`src/rtl/led_pattern_arbiter_if.sv`:
```
// Request/pattern bus between LED requesters and led_pattern_arbiter.
// The master side drives requests and patterns; the slave (arbiter) drives grant, busy and led.
interface led_pattern_arbiter_if;
  logic [3:0] req;
  logic [7:0] mode;
  logic [3:0] grant;
  logic       busy;
  logic       led;

  modport master (
    output req,
    output mode,
    input  grant,
    input  busy,
    input  led
  );

  modport slave (
    input  req,
    input  mode,
    output grant,
    output busy,
    output led
  );
endinterface

```
`src/rtl/led_pattern_arbiter.sv`:
```
// Four-requester LED blink arbiter: the owner's pattern is locked for one full period.
// Define BLINK_ARB_RR_EN for round-robin arbitration; default build is fixed priority (req[0] first).
module led_pattern_arbiter #(
  parameter int unsigned PERIOD = 100_000_000
) (
  input logic                  clk,
  input logic                  rst,
  led_pattern_arbiter_if.slave bus
);

  localparam int unsigned CntW = (PERIOD > 1) ? $clog2(PERIOD) : 1;
  localparam logic [CntW-1:0] CntLast    = CntW'(PERIOD - 1);
  localparam logic [CntW-1:0] CntHalf    = CntW'(PERIOD / 2);
  localparam logic [CntW-1:0] CntQuarter = CntW'(PERIOD / 4);

  typedef enum logic [0:0] {StIdle, StActive} state_e;

  state_e          state_q;
  logic [CntW-1:0] cnt_q;
  logic [3:0]      grant_q;
  logic [1:0]      mode_q;
  logic [3:0]      win_oh;
  logic [1:0]      win_idx;
  logic            led;

`ifdef BLINK_ARB_RR_EN
  logic [1:0] last_q;

  // Descending scan so the requester closest to last_q + 1 is the final assignment.
  always_comb begin
    logic [1:0] idx;
    idx     = '0;
    win_idx = '0;
    for (int k = 3; k >= 0; k--) begin
      idx = last_q + 2'(k) + 2'd1;
      if (bus.req[idx]) win_idx = idx;
    end
    win_oh = (|bus.req) ? (4'b0001 << win_idx) : 4'b0000;
  end
`else
  always_comb begin
    win_idx = '0;
    for (int k = 3; k >= 0; k--) begin
      if (bus.req[k]) win_idx = 2'(k);
    end
    win_oh = (|bus.req) ? (4'b0001 << win_idx) : 4'b0000;
  end
`endif

  always_ff @(posedge clk) begin
    if (rst) begin
      state_q <= StIdle;
      cnt_q   <= '0;
      grant_q <= '0;
      mode_q  <= 2'b00;
`ifdef BLINK_ARB_RR_EN
      last_q  <= 2'd3;
`endif
    end else begin
      unique case (state_q)
        StIdle: begin
          cnt_q <= '0;
          if (|bus.req) begin
            state_q <= StActive;
            grant_q <= win_oh;
            mode_q  <= bus.mode[{win_idx, 1'b0} +: 2];
`ifdef BLINK_ARB_RR_EN
            last_q  <= win_idx;
`endif
          end
        end
        StActive: begin
          if (cnt_q == CntLast) begin
            cnt_q <= '0;
            if (|bus.req) begin
              grant_q <= win_oh;
              mode_q  <= bus.mode[{win_idx, 1'b0} +: 2];
`ifdef BLINK_ARB_RR_EN
              last_q  <= win_idx;
`endif
            end else begin
              state_q <= StIdle;
              grant_q <= '0;
              mode_q  <= 2'b00;
            end
          end else begin
            cnt_q <= cnt_q + 1'b1;
          end
        end
        default: begin
          state_q <= StIdle;
          cnt_q   <= '0;
          grant_q <= '0;
          mode_q  <= 2'b00;
        end
      endcase
    end
  end

  always_comb begin
    led = 1'b0;
    if (state_q == StActive) begin
      unique case (mode_q)
        2'b00: led = 1'b0;
        2'b01: led = 1'b1;
        2'b10: led = (cnt_q < CntHalf);
        2'b11: led = (cnt_q < CntQuarter);
        default: led = 1'b0;
      endcase
    end
  end

  assign bus.grant = grant_q;
  assign bus.busy  = |grant_q;
  assign bus.led   = led;

endmodule

```
`src/flat_wrapper.sv`:
```
// flat-port wrapper written by rule: the top's interface ports become plain ports
module led_pattern_arbiter_flat 
#(
  parameter int unsigned PERIOD = 100_000_000
)
  (clk, rst, bus_req, bus_mode, bus_grant, bus_busy, bus_led);
  led_pattern_arbiter_if bus_i ();
  input logic clk;
  input logic rst;
  input wire logic [$bits(bus_i.req)-1:0] bus_req;
  input wire logic [$bits(bus_i.mode)-1:0] bus_mode;
  output wire logic [$bits(bus_i.grant)-1:0] bus_grant;
  output wire logic [$bits(bus_i.busy)-1:0] bus_busy;
  output wire logic [$bits(bus_i.led)-1:0] bus_led;
  assign bus_i.req = bus_req;
  assign bus_i.mode = bus_mode;
  assign bus_grant = bus_i.grant;
  assign bus_busy = bus_i.busy;
  assign bus_led = bus_i.led;
  led_pattern_arbiter #(.PERIOD(PERIOD)) u_core (.clk(clk), .rst(rst), .bus(bus_i));
endmodule
```
`config.mk`:
```
export PLATFORM = sky130hd
export DESIGN_NAME = led_pattern_arbiter_flat
export DESIGN_NICKNAME = d
export VERILOG_FILES = /design/src/rtl/led_pattern_arbiter_if.sv /design/src/rtl/led_pattern_arbiter.sv /design/src/flat_wrapper.sv
export SDC_FILE = /design/constraint.sdc
export NUM_CORES = 1
export LEC_CHECK = 0
export CAP_MARGIN = 30
export CORE_MARGIN = 10
export CORE_UTILIZATION = 50
export DETAILED_ROUTE_END_ITERATION = 10
export GPL_ROUTABILITY_DRIVEN = 0
export PLACE_DENSITY_LB_ADDON = 0.1
export REMOVE_ABC_BUFFERS = 1
export SYNTH_ARGS = -nofsm -noshare
export SYNTH_HDL_FRONTEND = slang
export SYNTH_SLANG_ARGS = --single-unit
```
`constraint.sdc`:
```
create_clock -name clk -period 1.91 [get_ports clk]
set_input_delay 0.382 -clock clk [delete_from_list [all_inputs] [get_ports clk]]
set_output_delay 0.382 -clock clk [all_outputs]
set_load 0.02 [all_outputs]
```
---- Word level (Yosys, flattened, before mapping) ----
Cells that the tools add are included.
storage, ports and cells
  logic and storage cells ................. 39
  output and inout port bits .............. 6
  flip-flop bits (word level) ............. 34
operators by class
  eq/ne operators ......................... 6
  $lt $le $gt $ge ......................... 2
  reductions and logical operators ........ 4
  muxes and demuxes ....................... 19
  bitwise operators ....................... 1
  add/subtract/negate cells ............... 1
  shift operators ......................... 2
operators with widths
  cell                   count
  $pmux 27 s2            1
  $add 27x1->27 const B  1
  $eq 27x27->1 const B   1
  $lt 27x25->1 const B   1
  $lt 27x26->1 const B   1
  $mux 27                1
  $mux 2                 7
  $mux 4                 3
  $pmux 4 s2             1
  $reduce_or 4->1        2
  $shiftx 8x4->2         1
  $eq 2x2->1 const B     2
  $pmux 1 s4             1
  $pmux 2 s2             1
  $shl 1x2->4 const A    1
  $mux 1                 3
  $eq 2x1->1 const B     1
  $logic_not 2->1        1
  $ne 2x1->1 const B     1
  $ne 2x2->1 const B     1
  $pmux 1 s2             1
  $reduce_and 2->1       1
  $not 1->1              1

---- Depth between registers and ports, before layout ----
Gate-level depths: netlist (run 1).
  depth in word-level cells ............... 8
  mapped depth ............................ 6

---- Least setup slack after synthesis (run 1) ----
No wires, ideal clock.
  kind .................................... reg2out
  start ................................... register u_core.cnt_q[9]
  end ..................................... output bus_led
  stages on the path, launching flop included .. 6
  setup slack ............................. -94 ps
  required time ........................... 1,528 ps
  data arrival time ....................... 1,622 ps
  path buffers ............................ 0
  cell sequence ........................... dfxtp_1 > or3_4 > or3_2 > a41oi_1 > o21ai_0 > nand3_1
between the ends
  word-level cells in the longest chain between the ends .. 3
RTL lines
  what                                                 line                                                    RTL
  from (decl)                                          led_pattern_arbiter.sv:19                               logic [CntW-1:0] cnt_q;
  from (signal assigned)                               led_pattern_arbiter.sv:87                               cnt_q <= cnt_q + 1'b1;
  $lt 27x25->1 / $lt 27x26->1 (equally long branches)  led_pattern_arbiter.sv:107, led_pattern_arbiter.sv:106
  $pmux 1 s4 (*)                                       led_pattern_arbiter.sv:103                              unique case (mode_q)
  $mux 1 (*)                                           led_pattern_arbiter.sv:102                              if (state_q == StActive) begin
  to (decl)                                            flat_wrapper.sv:14                                      output wire logic [$bits(bus_i.led)-1:0] bus_led;
Mark *: on every way between the ends. The rest lies on a longest branch, timed or not.

---- Worst setup path in the final report (run 1) ----
Same ends and word-level chain as after synthesis.

==> impl.org, run 1 <==
** Logic synthesis
- sky130_fd_sc_hd__dfxtp_1 takes more of the synthesized area than any other cell.
- Synthesis produced 203 cells.
- Fraction of registers with async set or reset after synthesis :: 0%
- Number of enable flip-flop cells after synthesis :: 0
- The Yosys step of the flow raised 0 warnings.
- The most used flip-flop cell after synthesis is sky130_fd_sc_hd__dfxtp_1.
- Sequential-to-total area share from yosys stat :: 38.8%
- After synthesis, the most frequently instantiated cells are sky130_fd_sc_hd__dfxtp_1 (34), sky130_fd_sc_hd__nor2_1 (30), sky130_fd_sc_hd__nand2_1 (15), sky130_fd_sc_hd__xor2_1 (15).
- In the post-synthesis netlist, the cell with the most instances is sky130_fd_sc_hd__dfxtp_1.
- Number of different library cells in the post-synthesis netlist :: 45
- After synthesis, the largest area contributor takes up 38.8% of total cell area.
- The mapped netlist covers around 0.0018 mm2.
- In this run the mean area of a mapped cell was 8.64 um2.
- Cells taking the most area after synthesis :: sky130_fd_sc_hd__dfxtp_1 (39%), sky130_fd_sc_hd__xor2_1 (7.5%), sky130_fd_sc_hd__nor2_1 (6.4%)
- #FFs+latches synth :: 34

** STA
- Setup repair after global routing could not meet its margin everywhere.
- Final worst path period share :: 114%
- # setup viols final :: 1
- At the pin with the least slew margin, the transition time is about 0.43 ns.
- Across all setup checks in the final design, the least slack found is -0.262 ns.
- Fin Setup TNS :: -0.262 ns
- The max-slew violation count came to 0.
- Clock skew on the completed layout was measured at between 0.004 and 0.005 ns.
- After layout, the minimum clock period comes to 2.17 ns.
- Max-slew headroom at the worst pin :: 71.4%
- Endpoints failing hold :: 0
- Derived from the worst setup path, the maximum achievable clock frequency is 460 MHz.

** Clocking
- CTS H-Tree Depth :: 2
- Clock net sink count :: 34
- For the worst-skew pair, the clock arrives at the later sink with an insertion delay of ~0.33 ns.
- Bufs on Longest Clock Path :: 2
- Num CTS Buffers :: 5
- Post-CTS setup repair buffer count :: 0
- Cell at the root of the clock tree :: sky130_fd_sc_hd__clkbuf_4
- Clock tree from TritonCTS :: built
- Clock-pin slew was measured on the worst setup and hold paths at 0.09 ns.

** Setup path
- Data on the critical path arrives at its endpoint at 1.79 ns.
- Capturing element type of the critical path :: output pin
- Together, buffers and inverters on the worst path number 1.
- Setup Crit Path Kind :: reg -> out
- Broken down by cell family, the worst path's largest delay share belongs to simple AND/OR/NAND/NOR gates.
- In this run the worst path has a maximum fanout of 2.
- CP peak stage delay :: 0.38 ns
- The critical path goes through or3_4, or3_4, a41oi_2, o21ai_1, nand3_1, buf_6.
- Data required time at the worst endpoint :: 1.53 ns
- Most used cell, CP :: sky130_fd_sc_hd__or3_4
- The largest individual stage delay along the critical path comes from the cell sky130_fd_sc_hd__or3_4.
- Kind of launch point of the worst setup path :: flip-flop

** Layout
- Final instance count without filler cells :: 314
- Area growth from synthesis to final layout :: 37.1%
- 0 antenna diodes ended up in the layout.
- For this run, the share of the core covered by cells in the final layout is 71.5%.
- The post-route netlist has about a quarter of its cells at a drive strength greater than 1.
- The final layout contains between 200 and 300 nets.

** Floorplanning
- DIE AREA :: 0.00627 mm2
- During I/O placement, the number of pins put on the boundary was 20.
- Initial standard-cell utilization of the core :: 52.1%
- From left edge to right edge, the die measures 79.2 um.
- Area of the core region :: 0.00336 mm2
- Standard-cell row count :: 21
- Measured along the y axis, the die boundary spans 79.2 um.

** Power
- Power spread over the standard cell area amounts to 524 mW/mm2.
- Highest ir drop seen on vdd :: 0.000389 V
- In this run the static leakage power is 0.906 nW.

** Flow run
- Across the run, the number of max-cap violations was 0.

** Detailed routing
- Before antenna repair, the detailed router went through 4 iterations.
- Drt first-iter violations :: 69
- DR DRC count :: 0
- The routed layout has 1,750 vias.
- In this run the remaining antenna-violating nets after routing total 0.
- Drt wl/cell :: 14.2 um
- In the routed layout, each cell is associated on average with a via count of between 5 and 6.
- Summed over all layers, the routed wires come to 4460 um.

** GRT
- The first global-routing pass estimated 7620 um of wire.
- Across every metal layer, demand over resource in global routing totals 14.8%.
- Initial antenna violation count :: 0
- The total overflow left after global routing is 0.
- The via count of the first global-routing pass came to approximately 1,700.
- Maximum number of pins on one net before global-route repair :: 26

** Placed design
- Quantity of I/O buffers inserted on ports :: 19
- Hpwl dp :: 3460 um
- Counting tap cells, the placed design contains a total of 308 instances.

** Outcome
- The flow ran to the end, but the final reports show violations.
- Violated checks :: setup timing

** Min path
- Hold/Removal Path Class :: reg -> reg
worst register-to-register path, delay by kind of cell (launching register included):
family / cells / cell delay, ns
compound gates: 1 / 0.14
buf+inv: 2 / 0.30
flops: 1 / 0.33
mux: 1 / 0.20
simple gates: 3 / 0.80
stage by stage:
stage	area (um2)	power [mW]	hold WS [ns]	setup slack, ns
after floorplan	1730	0.801	0.430	-0.0944
after CTS	2400	1.27	0.484	-0.271
final	2400	1.26	0.478	-0.262
after global placement	2320	0.887	0.440	-0.595
after detailed placement	2320	0.892	0.466	-0.598
after global routing	2400	1.31	0.505	-0.319
timing repair:
action / in CTS / in global routing
hold buffers: 0 / 0
gates resized for setup: 14 / 3
gates cloned: 0 / 0
pin swaps: 3 / 0
endpoints found under the setup margin: 2 / 7
sequential cells by signal, summed over array words and instances, names as in the netlist:
name / flops
u_core.bus.grant: 4
u_core.cnt_q: 27
u_core.state_q: 1
u_core.mode_q: 2
worst paths after layout:
check,cells after the start,slack (ns),end,from
worst max-delay path,6,-0.26,bus_led,u_core.cnt_q[9]
worst min-delay path,1,0.48,u_core.cnt_q[0],u_core.cnt_q[0]
worst max register to register,7,0.09,u_core.bus.grant[2],u_core.cnt_q[9]
worst min register to register,1,0.48,u_core.cnt_q[0],u_core.cnt_q[0]
power breakdown:
part | switching (mW) | internal, mW
combinational | 0.0671 | 0.0843
clock | 0.218 | 0.166
sequential | 0.00628 | 0.718
total | 0.291 | 0.968
cells by family (layout without fill, tap and decap cells):
family,after synthesis,count (layout),share of synthesized area [%]
fa+ha+maj,1,1,0.714
buf+inv,11,76,2.57
flops,34,34,38.8
simple gates,101,101,33.0
xor+xnor,22,22,11.0
mux,3,3,2.00
compound gates,31,31,11.9
per-layer routing:
| layer | global-route usage [%] | up-vias | part of all wire, % |
|---|---|---|---|
| li1 | - | 859 | - |
| met2 | 26.7 | 40 | 51 |
| met3 | 3.83 | 5 | 3.5 |
| met5 | 0 | - | 0 |
| met1 | 16.5 | 846 | 45 |
| met4 | 4.48 | 0 | 1.1 |
final cells by class:
type                            count  area, um2
Clock buffer                        6       51.3
Tap cell                           46       57.6
Inverter                            7       26.3
Timing Repair Buffer               63        534
Multi-Input combinational cell    158       1050
Sequential cell                    34        684
Fill cell                         283        960
cells in the final DEF (no fill, tap or decap), types with 2 or more instances in the layout:
cell type,netlist,layout
sky130_fd_sc_hd__or4_1,3,3
sky130_fd_sc_hd__dfxtp_2,0,3
sky130_fd_sc_hd__buf_4,0,43
sky130_fd_sc_hd__nand2_1,15,15
sky130_fd_sc_hd__nor2_4,2,2
sky130_fd_sc_hd__and3_1,3,2
sky130_fd_sc_hd__nand3b_1,2,2
sky130_fd_sc_hd__nor2_1,30,30
sky130_fd_sc_hd__xnor2_1,7,7
sky130_fd_sc_hd__or3_4,1,2
sky130_fd_sc_hd__nand3_1,10,10
sky130_fd_sc_hd__o21ai_0,10,9
sky130_fd_sc_hd__nor4_1,2,2
sky130_fd_sc_hd__o32ai_1,2,2
sky130_fd_sc_hd__nand2b_1,5,5
sky130_fd_sc_hd__clkdlybuf4s50_1,0,17
sky130_fd_sc_hd__xor2_1,15,15
sky130_fd_sc_hd__nor3_1,4,4
sky130_fd_sc_hd__dfxtp_1,34,31
sky130_fd_sc_hd__nor4_2,2,2
sky130_fd_sc_hd__or3_1,4,4
sky130_fd_sc_hd__inv_1,7,7
sky130_fd_sc_hd__nand4_1,9,9
sky130_fd_sc_hd__mux2i_1,2,2
sky130_fd_sc_hd__clkbuf_4,0,5
sky130_fd_sc_hd__a21oi_1,9,9
(Power assumes the default switching activity.)
==> inputs of run 2 (changes only) <==
- HOLD_SLACK_MARGIN: default -> 0.02
==> results of run 2 <==
Final layout, timing and power as in run 1 (identical DEF).
